**src/rtl/par2ser_pkg.sv**
```systemverilog
`default_nettype none
// ============================================================================
// Module  : par2ser_pkg
// Purpose : Constants shared by the framed parallel-to-serial transmitter and
//           its serial-to-parallel receiver: state encoding, default idle
//           symbol, default SYNC length and a counter-width helper.
// Ports   : none (package)
// Revision: 1.0 - initial release
// ============================================================================
package par2ser_pkg;

  // Transmitter state encoding
  localparam logic [0:0] c_st_sync = 1'b0;
  localparam logic [0:0] c_st_run  = 1'b1;

  // Idle / alignment symbol; the receiver's alignment detector looks for it
  localparam logic [7:0] c_idle_sym_dflt   = 8'hBC;
  localparam int         c_sync_words_dflt = 4;

  // Width of a counter that must hold the values 0..n-1 (at least 1 bit)
  function automatic int cnt_width(input int n);
    return (n < 2) ? 1 : $clog2(n);
  endfunction

endpackage
`default_nettype wire

```
**src/rtl/par2ser_framed_if.sv**
```systemverilog
`default_nettype none
// ============================================================================
// Module  : par2ser_framed_if
// Purpose : Word-side handshake and serial-side status bundle of the framed
//           parallel-to-serial transmitter.
// Ports   : data_in/valid_in    word source -> transmitter
//           ready_out           transmitter can take a word this cycle
//           data_out_P2S        registered serial bit
//           word_strobe         first bit of a word on data_out_P2S
//           sending_data        current bit belongs to a data word
//           sync_done           RUN state reached
//           modport master = word source, modport slave = transmitter
// Revision: 1.0 - initial release
// ============================================================================
interface par2ser_framed_if #(
  parameter int WIDTH = 8
);
  logic [WIDTH-1:0] data_in;
  logic             valid_in;
  logic             ready_out;
  logic             data_out_P2S;
  logic             word_strobe;
  logic             sending_data;
  logic             sync_done;

  modport master (
    output data_in, valid_in,
    input  ready_out, data_out_P2S, word_strobe, sending_data, sync_done
  );

  modport slave (
    input  data_in, valid_in,
    output ready_out, data_out_P2S, word_strobe, sending_data, sync_done
  );
endinterface
`default_nettype wire

```
**src/rtl/p2s_shifter.sv**
```systemverilog
`default_nettype none
// ============================================================================
// Module  : p2s_shifter
// Purpose : Bit counter plus load/shift register. On the boundary cycle
//           (bit_cnt==0) it loads a WIDTH-bit word, emitting its first bit
//           immediately; the other WIDTH-1 bits follow one per clock.
// Ports   : clk_8f, reset_L      bit clock, async active-low reset
//           load_word/load_data  word to load at the boundary, data flag
//           boundary             bit_cnt==0 (next edge loads a word)
//           ser_out              registered serial bit
//           word_strobe          ser_out carries the first bit of a word
//           sending_data         flag captured with the current word
// Revision: 1.0 - initial release
// ============================================================================
module p2s_shifter
  import par2ser_pkg::*;
#(
  parameter int WIDTH     = 8,
  parameter bit MSB_FIRST = 1'b1
) (
  input  wire             clk_8f,
  input  wire             reset_L,
  input  wire [WIDTH-1:0] load_word,
  input  wire             load_data,
  output logic            boundary,
  output logic            ser_out,
  output logic            word_strobe,
  output logic            sending_data
);

  localparam int                 c_cnt_w    = $clog2(WIDTH);
  localparam logic [c_cnt_w-1:0] c_cnt_last = c_cnt_w'(WIDTH - 1);

  logic [c_cnt_w-1:0] r_bit_cnt;
  logic [WIDTH-1:0]   r_shreg;
  logic               r_ser_out;
  logic               r_word_strobe;
  logic               r_sending_data;

  logic               w_first_bit;
  logic               w_next_bit;
  logic [WIDTH-1:0]   w_load_rest;
  logic [WIDTH-1:0]   w_shift_rest;

  // The register is kept WIDTH wide so the same slicing works for WIDTH=2;
  // the bit shifted in at the far end is never transmitted.
  generate
    if (MSB_FIRST) begin : g_msb_first
      assign w_first_bit  = load_word[WIDTH-1];
      assign w_load_rest  = {load_word[WIDTH-2:0], 1'b0};
      assign w_next_bit   = r_shreg[WIDTH-1];
      assign w_shift_rest = {r_shreg[WIDTH-2:0], 1'b0};
    end else begin : g_lsb_first
      assign w_first_bit  = load_word[0];
      assign w_load_rest  = {1'b0, load_word[WIDTH-1:1]};
      assign w_next_bit   = r_shreg[0];
      assign w_shift_rest = {1'b0, r_shreg[WIDTH-1:1]};
    end
  endgenerate

  assign boundary = (r_bit_cnt == '0);

  always_ff @(posedge clk_8f or negedge reset_L) begin
    if (!reset_L) begin
      r_bit_cnt      <= '0;
      r_shreg        <= '0;
      r_ser_out      <= 1'b0;
      r_word_strobe  <= 1'b0;
      r_sending_data <= 1'b0;
    end else begin
      r_bit_cnt <= (r_bit_cnt == c_cnt_last) ? '0 : r_bit_cnt + c_cnt_w'(1);
      if (boundary) begin
        r_ser_out      <= w_first_bit;
        r_shreg        <= w_load_rest;
        r_word_strobe  <= 1'b1;
        r_sending_data <= load_data;
      end else begin
        r_ser_out      <= w_next_bit;
        r_shreg        <= w_shift_rest;
        r_word_strobe  <= 1'b0;
      end
    end
  end

  assign ser_out      = r_ser_out;
  assign word_strobe  = r_word_strobe;
  assign sending_data = r_sending_data;

endmodule
`default_nettype wire

```
**src/rtl/par2ser_framed.sv**
```systemverilog
`default_nettype none
// ============================================================================
// Module  : par2ser_framed
// Purpose : Framed parallel-to-serial transmitter. Sends SYNC_WORDS idle
//           symbols after reset, then serialises words accepted through a
//           valid/ready handshake with a one-word holding buffer, filling
//           gaps with IDLE_SYM.
// Ports   : clk_8f   bit clock, one serial bit per rising edge
//           reset_L  asynchronous active-low reset
//           bus      par2ser_framed_if.slave: data_in, valid_in, ready_out,
//                    data_out_P2S, word_strobe, sending_data, sync_done
// Revision: 1.0 - initial release
// ============================================================================
module par2ser_framed
  import par2ser_pkg::*;
#(
  parameter int               WIDTH      = 8,
  parameter logic [WIDTH-1:0] IDLE_SYM   = WIDTH'(c_idle_sym_dflt),
  parameter bit               MSB_FIRST  = 1'b1,
  parameter int               SYNC_WORDS = c_sync_words_dflt
) (
  input  wire             clk_8f,
  input  wire             reset_L,
  par2ser_framed_if.slave bus
);

  localparam int                   c_sync_cw   = cnt_width(SYNC_WORDS);
  localparam logic [c_sync_cw-1:0] c_sync_last =
    (SYNC_WORDS == 0) ? '0 : c_sync_cw'(SYNC_WORDS - 1);
  localparam logic [0:0]           c_st_reset  =
    (SYNC_WORDS == 0) ? c_st_run : c_st_sync;

  logic [0:0]           r_state;
  logic [0:0]           w_state_nxt;
  logic [c_sync_cw-1:0] r_sync_cnt;
  logic                 r_buf_full;
  logic [WIDTH-1:0]     r_buf;

  logic                 w_boundary;
  logic                 w_ready;
  logic                 w_sync_done;
  logic                 w_xfer;
  logic                 w_take;
  logic [WIDTH-1:0]     w_load_word;
  logic                 w_ser_out;
  logic                 w_word_strobe;
  logic                 w_sending_data;

  // ---------------- state machine: register ----------------
  always_ff @(posedge clk_8f or negedge reset_L) begin
    if (!reset_L) begin
      r_state <= c_st_reset;
    end else begin
      r_state <= w_state_nxt;
    end
  end

  // ---------------- state machine: next state ----------------
  always_comb begin
    w_state_nxt = r_state;
    case (r_state)
      c_st_sync: begin
        if (w_boundary && (r_sync_cnt == c_sync_last)) begin
          w_state_nxt = c_st_run;
        end
      end
      c_st_run: begin
        w_state_nxt = c_st_run;
      end
    endcase
  end

  // ---------------- state machine: outputs ----------------
  // ready_out depends on registers only, so valid_in never reaches it
  always_comb begin
    w_ready     = (r_state == c_st_run) && !r_buf_full;
    w_sync_done = (r_state == c_st_run);
  end

  // Counts idle words sent during SYNC; the last increment is irrelevant
  // because RUN is entered on that same edge.
  always_ff @(posedge clk_8f or negedge reset_L) begin
    if (!reset_L) begin
      r_sync_cnt <= '0;
    end else if (w_boundary && (r_state == c_st_sync)) begin
      r_sync_cnt <= r_sync_cnt + c_sync_cw'(1);
    end
  end

  // ---------------- handshake and holding buffer ----------------
  // A transfer needs an empty buffer and a consume needs a full one, so the
  // two never coincide. A word arriving on a boundary edge is not seen by
  // that boundary and waits for the next frame.
  assign w_xfer = bus.valid_in && w_ready;
  assign w_take = w_boundary && (r_state == c_st_run) && r_buf_full;

  always_ff @(posedge clk_8f or negedge reset_L) begin
    if (!reset_L) begin
      r_buf_full <= 1'b0;
      r_buf      <= '0;
    end else if (w_xfer) begin
      r_buf_full <= 1'b1;
      r_buf      <= bus.data_in;
    end else if (w_take) begin
      r_buf_full <= 1'b0;
    end
  end

  assign w_load_word = w_take ? r_buf : IDLE_SYM;

  // ---------------- serialiser ----------------
  p2s_shifter #(
    .WIDTH     (WIDTH),
    .MSB_FIRST (MSB_FIRST)
  ) u_shifter (
    .clk_8f       (clk_8f),
    .reset_L      (reset_L),
    .load_word    (w_load_word),
    .load_data    (w_take),
    .boundary     (w_boundary),
    .ser_out      (w_ser_out),
    .word_strobe  (w_word_strobe),
    .sending_data (w_sending_data)
  );

  assign bus.ready_out    = w_ready;
  assign bus.sync_done    = w_sync_done;
  assign bus.data_out_P2S = w_ser_out;
  assign bus.word_strobe  = w_word_strobe;
  assign bus.sending_data = w_sending_data;

endmodule
`default_nettype wire
```
**src/flat_wrapper.sv**
```systemverilog
// flat-port wrapper written by rule: the top's interface ports become plain ports
module par2ser_framed_flat import par2ser_pkg::*;
#(
  parameter int               WIDTH      = 8,
  parameter logic [WIDTH-1:0] IDLE_SYM   = WIDTH'(c_idle_sym_dflt),
  parameter bit               MSB_FIRST  = 1'b1,
  parameter int               SYNC_WORDS = c_sync_words_dflt
)
  (clk_8f, reset_L, bus_data_in, bus_valid_in, bus_ready_out, bus_data_out_P2S, bus_word_strobe, bus_sending_data, bus_sync_done);
  par2ser_framed_if #(.WIDTH(WIDTH)) bus_i ();
  input  wire clk_8f;
  input  wire reset_L;
  input wire logic [$bits(bus_i.data_in)-1:0] bus_data_in;
  input wire logic [$bits(bus_i.valid_in)-1:0] bus_valid_in;
  output wire logic [$bits(bus_i.ready_out)-1:0] bus_ready_out;
  output wire logic [$bits(bus_i.data_out_P2S)-1:0] bus_data_out_P2S;
  output wire logic [$bits(bus_i.word_strobe)-1:0] bus_word_strobe;
  output wire logic [$bits(bus_i.sending_data)-1:0] bus_sending_data;
  output wire logic [$bits(bus_i.sync_done)-1:0] bus_sync_done;
  assign bus_i.data_in = bus_data_in;
  assign bus_i.valid_in = bus_valid_in;
  assign bus_ready_out = bus_i.ready_out;
  assign bus_data_out_P2S = bus_i.data_out_P2S;
  assign bus_word_strobe = bus_i.word_strobe;
  assign bus_sending_data = bus_i.sending_data;
  assign bus_sync_done = bus_i.sync_done;
  par2ser_framed #(.WIDTH(WIDTH), .IDLE_SYM(IDLE_SYM), .MSB_FIRST(MSB_FIRST), .SYNC_WORDS(SYNC_WORDS)) u_core (.clk_8f(clk_8f), .reset_L(reset_L), .bus(bus_i));
endmodule
```
**config.mk**
```make
export PLATFORM = sky130hd
export DESIGN_NAME = par2ser_framed_flat
export DESIGN_NICKNAME = d
export VERILOG_FILES = /design/src/rtl/par2ser_pkg.sv /design/src/rtl/par2ser_framed_if.sv /design/src/rtl/p2s_shifter.sv /design/src/rtl/par2ser_framed.sv /design/src/flat_wrapper.sv
export SDC_FILE = /design/constraint.sdc
export NUM_CORES = 1
export LEC_CHECK = 0
export ABC_AREA = 1
export CAP_MARGIN = 15
export CORE_ASPECT_RATIO = 0.9
export CORE_MARGIN = 5
export CORE_UTILIZATION = 50
export DETAILED_ROUTE_END_ITERATION = 12
export PLACE_DENSITY = 0.75
export RECOVER_POWER = 100
export SKIP_CTS_REPAIR_TIMING = 1
export SLEW_MARGIN = 10
export SYNTH_ARGS = -nofsm -noshare
export SYNTH_HDL_FRONTEND = slang
export SYNTH_SLANG_ARGS = --single-unit
export TNS_END_PERCENT = 100
```
**constraint.sdc**
```tcl
create_clock -name clk_8f -period 1.65 [get_ports clk_8f]
set_clock_uncertainty 0.1 [all_clocks]
set_input_delay 0.33 -clock clk_8f [delete_from_list [all_inputs] [get_ports clk_8f]]
set_output_delay 0.33 -clock clk_8f [all_outputs]
set_load 0.03 [all_outputs]
```
==> impl_metrics.ini, run 1 <==
[clock_network]
clk_latency_ns = 0.31
cts_tree = built
cts_root_buf = clkbuf_4
clk_transition_reported_paths_ns = 0.11
clockBufferDepth = 2
h-tree-depth = 1
cts_sinks = 25
numCtsBuffers = 3

[drt]
dr.first_iter.drc_count = 8
first_pass_iters = 4
routed_wl_um = 1640
vias = 691
routedWlPerCell_um = 11.2
drc_errors = 0
via_per_inst = 4.73
drtAntennaViolNets = 0

[cells_and_area]
final_cell_mix = nand2_1, dfrtp_1, nor2_1
stdcell_count = 146
area_growth_pct = 18.8
drive_above_1_share_pct = 8.26
n_antenna_cell = 0
fillCellCount = 179
final_common_cell = nand2_1
nNetsFinal = 137

[worst_setup_path]
required_ns = 1.22
path_class = reg -> out
cp-start-kind = register
r2r_cells = 6
timing.critical_path.arrival_ns = 1.10
crit_path_end_kind = output pin
path_max_fanout = 6

[logic_synthesis]
yosysWarningCount = 0
ys_ff_latch = 25
syn-num-nets = 115
synth_cells = 100
netlist_area_um2 = 986
avgSynthCellArea_um2 = 9.86
yosysSeqAreaShare_pct = 63.5
synth_cell_type_count = 13

[die]
io_pins = 16
die_area_um2 = 2960
start_util_pct = 52.0
core_um2 = 1900
rows = 15
die_h_um = 52.1
die_x_um = 56.8

[power]
powerDensity_nw_per_um2 = 1030
p_leak_nw = 0.604
ir_drop_uv = 583

[timing]
tightestPinTransition_ns = 0.589
whs_ns = 0.354
finalSetupViolCount = 0
hold_viol = 0
rsz0062_at_grt = no
fin_tns_setup_ns = 0
layout_setup_ws_ns = 0.118
max_slew_margin_pct = 60.7
fmax_mhz = 653
slew_violations = 0
period_minus_slack_ns = 1.53
period_share_pct = 92.8

[grt]
antenna_found_initial = 0
grt_pass1_wl_um = 2950
grt_max_degree = 26
overflow = 0
grt_pass1_vias = 718
track_usage_pct = 13.5

[placed_design]
portBuffers = 15
place.gp.congestion = 0.726
placedCellCount = 142
place_worst_setup_slack_ns = 0.155
dp_hpwl_um = 1200

[flow_run]
maxCapViolCount = 0

[hold_path]
hold_path_depth = 1
hold_path_class = reg -> reg

[status]
status = complete, no violations
[layer usage]
metal,vias up,part of all wire (%),track usage [%]
met5,-,0,0
met4,0,2.8,8.11
met3,5,3.0,2.48
met2,16,44,20.6
met1,316,51,17.9
li1,354,-,-
[registers in the layout, summed over array words and instances (netlist names)]
register,count
u_core.bus.sync_done,1
u_core.r_buf,8
u_core.r_buf_full,1
u_core.r_sync_cnt,2
u_core.u_shifter.r_bit_cnt,3
u_core.u_shifter.r_shreg,7
u_core.u_shifter.sending_data,1
u_core.u_shifter.ser_out,1
u_core.u_shifter.word_strobe,1
[metrics by stage]
stage          cell area (µm²)  power, mW  utilization [%]
2_1_floorplan              986      0.882                -
3_3_place_gp              1180      0.965             62.4
3_5_place_dp              1180      0.975             62.4
4_1_cts                   1210       1.24             63.8
5_1_grt                   1170       1.28             61.8
6_report                  1170       1.20             61.8
[Yosys cell counts]
cell | n | area (µm²)
dfrtp_1 | 25 | 626
clkbuf_2 | 1 | 5.00
o21ai_0 | 3 | 15.0
nor2_1 | 17 | 63.8
nand3_1 | 9 | 45.0
inv_2 | 2 | 7.51
nor2_4 | 1 | 11.3
nand4_2 | 1 | 12.5
ha_1 | 4 | 50.1
nand3b_1 | 1 | 7.51
nand2_4 | 1 | 11.3
nand2_1 | 29 | 109
inv_1 | 6 | 22.5
[worst max-delay path, stage by stage, from the launching register on]
cell and delay [ns]:
dfrtp_1 0.40, inv_2 0.09, nor2_4 0.13, buf_4 0.18
[logic make-up after synthesis]
kind of cell | synth area share (%)
compound gates | 1.52
simple gates | 26.4
fa+ha+maj | 5.08
flops | 63.5
buf+inv | 3.55
[path summary, 6_finish.rpt]
check / endpoint / startpoint / slack (ns)
min in group asynchronous: u_core.u_shifter.r_shreg[6] / reset_L / 0.43
worst max-delay path: bus_ready_out / u_core.bus.sync_done / 0.12
worst max register to register: u_core.r_buf[2] / u_core.bus.sync_done / 0.24
max in group asynchronous: u_core.r_sync_cnt[0] / reset_L / 0.62
worst min-delay path: u_core.u_shifter.r_bit_cnt[0] / u_core.u_shifter.r_bit_cnt[0] / 0.35
worst min register to register: u_core.u_shifter.r_bit_cnt[0] / u_core.u_shifter.r_bit_cnt[0] / 0.35
[power breakdown]
group,internal [mW],leakage [nW],switching (mW)
sequential,0.717,0.304,0.0469
clock,0.0944,0.0150,0.166
combinational,0.0764,0.286,0.103
total,0.888,0.604,0.316
[layout make-up]
| cell class | instances | area (µm²) | share of cell area [%] |
|---|---|---|---|
| sequential | 25 | 626 | 53.4 |
| multi-input combinational | 66 | 319 | 27.2 |
| timing repair buffer | 18 | 139 | 11.9 |
| tap | 25 | 31.3 | 2.67 |
| inverter | 8 | 30.0 | 2.56 |
| clock buffer | 4 | 26.3 | 2.24 |
Power figures use the tool's default switching activity.
==> inputs of run 2 (changes only) <==
--- a/config.mk
+++ b/config.mk
@@ -11,7 +11,7 @@
 export CORE_MARGIN = 5
 export CORE_UTILIZATION = 50
 export DETAILED_ROUTE_END_ITERATION = 12
-export PLACE_DENSITY = 0.75
+export PLACE_DENSITY = 0.71
 export RECOVER_POWER = 100
 export SKIP_CTS_REPAIR_TIMING = 1
 export SLEW_MARGIN = 10
==> run 2 against run 1 <==
Compared with the run above:
- via count increased by 0.87%
- critical path depth unchanged
- global-route usage decreased by 0.53 points
- largest power group unchanged
==> impl_metrics.ini, run 2 (same netlist as run 1, synthesis figures left out) <==
[timing]
max_slew_margin_pct = 59.5
fin_tns_setup_ns = 0
finalSetupViolCount = 0
slew_violations = 0
fmax_mhz = 652
period_share_pct = 92.9
rsz0062_at_grt = no
tightestPinTransition_ns = 0.607
period_minus_slack_ns = 1.53
layout_setup_ws_ns = 0.117
hold_viol = 0
whs_ns = 0.371

[die]
rows = 15
io_pins = 16
die_x_um = 56.8
die_area_um2 = 2960
start_util_pct = 52.0
core_um2 = 1900
die_h_um = 52.1

[cells_and_area]
final_area_um2 = 1170
drive_above_1_share_pct = 7.44
reg.largest.list = u_core.r_buf x8, u_core.u_shifter.r_shreg x7, u_core.u_shifter.r_bit_cnt x3
post-route-util_pct = 61.7
final_cell_mix = nand2_1, dfrtp_1, nor2_1
largest_reg_flops = 8
fillCellCount = 165
final_common_cell = nand2_1
regMostFlops = u_core.r_buf
stdcell_count = 146
area_growth_pct = 18.7
n_antenna_cell = 0
nNetsFinal = 137

[worst_setup_path]
r2r_cells = 6
cp-start-kind = register
required_ns = 1.22
slowest_stage = dfrtp_1
timing.critical_path.arrival_ns = 1.10
critical_path.top_delay_family = flip-flops
path_class = reg -> out
rr_startpoint = u_core.bus.sync_done
critical_path_cell_count = 3
slowest_delay_ns = 0.40
path_max_fanout = 6
worst-path-buf-inv = 2
crit_path_end_kind = output pin
path_cells = inv_2 -> nor2_4 -> buf_6
crit_start = u_core.bus.sync_done

[placed_design]
placed_cell_area_um2 = 1180
place_worst_setup_slack_ns = 0.162
placedCellCount = 142
portBuffers = 15
dp_hpwl_um = 1190
place.gp.congestion = 0.718

[drt]
vias = 697
via_per_inst = 4.77
dr.first_iter.drc_count = 13
routedWlPerCell_um = 11.5
routed_wl_um = 1690
drc_errors = 0
drtAntennaViolNets = 0
first_pass_iters = 4

[hold_path]
hold_start = u_core.u_shifter.r_bit_cnt[0]
hold_path_depth = 1
hold_path_class = reg -> reg

[power]
ir_drop_uv = 622
switchingPower_uw = 317
powerDensity_nw_per_um2 = 1030
p_leak_nw = 0.607
sw_frac_of_total_pct = 26.3
p_int_uw = 888
p_comb_share_pct = 15.1
p_seq_share_pct = 63.4
clockPowerShare_pct = 21.5
p_total_mw = 1.21

[clock_network]
numCtsBuffers = 3
clk_transition_reported_paths_ns = 0.13
h-tree-depth = 1
clockBufferDepth = 2
cts_sinks = 25
cts_root_buf = clkbuf_4
clk_latency_ns = 0.30
cts_tree = built

[status]
status = complete, no violations

[grt]
track_usage_pct = 12.9
antenna_found_initial = 0
grt_pass1_vias = 639
grt_pass1_wl_um = 2850
grt_max_degree = 26
overflow = 0

[flow_run]
maxCapViolCount = 0
-- run 2: layer usage --
| metal | vias to the layer above | global-route usage, % | routed length (µm) |
|---|---|---|---|
| met4 | 0 | 5.79 | 13 |
| li1 | 352 | - | - |
| met1 | 324 | 16.5 | 801 |
| met3 | 2 | 2.73 | 76 |
| met2 | 19 | 21.3 | 793 |
| met5 | - | 0 | 0 |
-- run 2: worst reg2reg max path: stages (launching register included) --
cell and delay [ns]:
dfrtp_1 0.40, inv_2 0.08, nor2_4 0.15, clkbuf_1 0.27
nand2_2 0.20, nand2_1 0.11, nand2_1 0.06
-- run 2: area by class of cell --
cell class | instances | area [µm²] | share of cell area [%]
multi-input combinational | 66 | 314 | 26.8
clock buffer | 4 | 26.3 | 2.25
sequential | 25 | 626 | 53.5
timing repair buffer | 18 | 143 | 12.2
inverter | 8 | 30.0 | 2.57
tap | 25 | 31.3 | 2.67
-- run 2: final timing paths --
path                                                 end  slack [ns]
setup / recovery                           bus_ready_out        0.12
hold / removal             u_core.u_shifter.r_bit_cnt[0]        0.37
setup reg to reg                         u_core.r_buf[3]        0.17
hold reg to reg            u_core.u_shifter.r_bit_cnt[0]        0.37
max in group asynchronous    u_core.u_shifter.r_shreg[6]        0.61
min in group asynchronous  u_core.u_shifter.r_bit_cnt[2]        0.44
-- run 2: power groups by stage --
stage / clock network (mW) / registers (mW) / logic (mW)
after floorplan: 0 / 0.785 / 0.0973
after global placement: 0 / 0.771 / 0.195
after detailed placement: 0 / 0.776 / 0.199
after CTS: 0.274 / 0.765 / 0.201
after global routing: 0.300 / 0.775 / 0.208
final: 0.259 / 0.764 / 0.182
==> patch: new RTL, flow settings as in run 2 <==
`MSB_FIRST` is set to 1'b1 in 3 places; all go to 1'b0.
--- a/src/rtl/p2s_shifter.sv
+++ b/src/rtl/p2s_shifter.sv
@@ -18,3 +18,3 @@
   parameter int WIDTH     = 8,
-  parameter bit MSB_FIRST = 1'b1
+  parameter bit MSB_FIRST = 1'b0
 ) (
--- a/src/rtl/par2ser_framed.sv
+++ b/src/rtl/par2ser_framed.sv
@@ -18,3 +18,3 @@
   parameter logic [WIDTH-1:0] IDLE_SYM   = WIDTH'(c_idle_sym_dflt),
-  parameter bit               MSB_FIRST  = 1'b1,
+  parameter bit               MSB_FIRST  = 1'b0,
   parameter int               SYNC_WORDS = c_sync_words_dflt
--- a/src/flat_wrapper.sv
+++ b/src/flat_wrapper.sv
@@ -5,3 +5,3 @@
   parameter logic [WIDTH-1:0] IDLE_SYM   = WIDTH'(c_idle_sym_dflt),
-  parameter bit               MSB_FIRST  = 1'b1,
+  parameter bit               MSB_FIRST  = 1'b0,
   parameter int               SYNC_WORDS = c_sync_words_dflt
Function: changed (Yosys sat finds a counterexample within 4 cycles, from zero or initial values and one cycle with reset_L low).
==> patch against run 2 <==
- synthesized area increased by 2.8%
- routed wire length decreased by 3.0%
- critical path type unchanged
- sequential share of layout area down 3.8 points
- synthesized cell count stayed put
- design area up 7.7%
- setup slack worse by 0.043 ns
- total power increased by 1.5%
- critical endpoint unchanged
- highest routed layer unchanged
- sequential cell count stayed put
- cell count increased by 2.1%
- largest cell class unchanged
==> patch: results (changes against run 2) <==
* Commonest cells post-synth: nand2_1, dfrtp_1, nor2_1
* Reg2reg path depth at 7 (+1)
* Worst reg2reg startpoint: u_core.u_shifter.r_bit_cnt[0]$_DFF_PN0_
* First-pass GRT wire length at 3030 um (+6.3%)
* Arrival @ worst endpoint at 1.15 ns (+0.05 ns)
* Peak VDD IR at 721 uV (+16%)
* Synth area leaders: dfrtp_1, nand2_1, nor2_1
* Vias in the first global route at 690 (+8.0%)
* Largest net degree at the start of global routing at 26 (unchanged)
* WHS at 0.362 ns (-0.00949 ns)
* Worst slack at placement at 0.216 ns (+0.0546 ns)
* Critical Path Slowest Stage Cell: dfrtp_1
* Layout Nets at 140 (+2.2%)
* Post-Route WL at 1640 um (-3.0%)
* 1st-iter DRT viols at 11 (-2)
* Fraction of layout cells with a size suffix above 1 at 0.113 (+0.0385)
* Ys flop type: dfrtp_1
* Worst Path Max Fanout at 7 (+1)
* Max incr delay on CP at 0.38 ns (-0.02 ns)
* Net count after synthesis at 115 (unchanged)
* Outcome: complete, no violations
* Sw Ratio at 0.264 (+0.000668)
* Yosys warns at 0 (unchanged)
* Yosys cell types at 16 (+3)
* HPWL after DPL at 1220 um (+2.4%)
* Achievable Freq at 634 MHz (-2.7%)
* RR Endpoint: u_core.r_sync_cnt[1]$_DFFE_PN0P_
* Min-Delay Endpoint: u_core.u_shifter.r_bit_cnt[0]$_DFF_PN0_
* Hold path cells at 1 (unchanged)
* Total GRT Usage at 0.132 (+0.00239)
* Worst rel slew slack at 0.604 (+0.00819)
* Final weighted congestion in routability-driven placement at 0.707 (-1.4%)
* P_leak at 0.655 nW (+7.9%)
* Sequential area share after synthesis at 0.617 (-0.0172)
* Vias at 715 (+2.6%)
## patch: cell count changes in the layout (fill, tap and decap cells not counted), moves of 2 or more
cell,change
nor2_1,-2
clkbuf_1,-4
nand2_1,+2
buf_4,+2
dlymetal6s2s_1,+4
## patch: area by class of cell
class                           count  area, sq um
Clock buffer                        4         26.3
Tap cell                           25         31.3
Timing Repair Buffer               21          204
Sequential cell                    25          626
Inverter                            8         32.5
Fill cell                         159          673
Multi-Input combinational cell     66          340
## patch: logic make-up after synthesis
kind of cell	count (synthesis)	synth area share
flops	25	0.617
fa+ha+maj	4	0.0494
compound gates	4	0.0272
simple gates	58	0.273
buf+inv	9	0.0333
## patch: metrics by stage
stage	cell area, sq um	power, mW	cells
5_1_grt	1260	1.29	149
3_5_place_dp	1210	0.984	142
2_1_floorplan	1010	0.893	100
4_1_cts	1240	1.25	146
3_3_place_gp	1210	0.973	142
6_report	1260	1.22	149
## patch: worst reg2reg max path, delay by kind of cell (launching register included)
kind	cells	cell delay (ns)
AND/OR/NAND/NOR	4	0.42
flip-flops	1	0.42
buffers and inverters	2	0.26
adder cells (fa/ha/maj)	1	0.21
## patch: power by group through the flow
stage                     registers (mW)  logic [mW]  clock network [mW]
after floorplan                    0.785       0.108                   0
after global placement             0.773       0.199                   0
after detailed placement           0.778       0.206                   0
after CTS                          0.766       0.206               0.275
after global routing               0.778       0.224               0.293
final                              0.764       0.193               0.267
## patch: how the worst max path moves through the flow
stage	start	end	slack, ns	cells after the start
detailed placement	bus_valid_in	u_core.r_buf[1]$_DFFE_PN0P_	0.22	4
floorplan	u_core.bus.sync_done$_DFF_PN0_	bus_ready_out	0.30	2
CTS	u_core.u_shifter.sending_data$_DFFE_PN0N_	bus_sending_data	-0.15	1
finish	u_core.bus.sync_done$_DFF_PN0_	bus_ready_out	0.07	4
global route	u_core.bus.sync_done$_DFF_PN0_	bus_ready_out	0.006	4
global placement	u_core.bus.sync_done$_DFF_PN0_	bus_sync_done	0.23	1
## patch: metal layers
metal / GRT usage / vias to the layer above / share of wire
li1: - / 365 / -
met1: 0.171 / 324 / 0.49
met2: 0.207 / 22 / 0.44
met3: 0.0271 / 4 / 0.046
met4: 0.0695 / 0 / 0.023
met5: 0 / - / 0
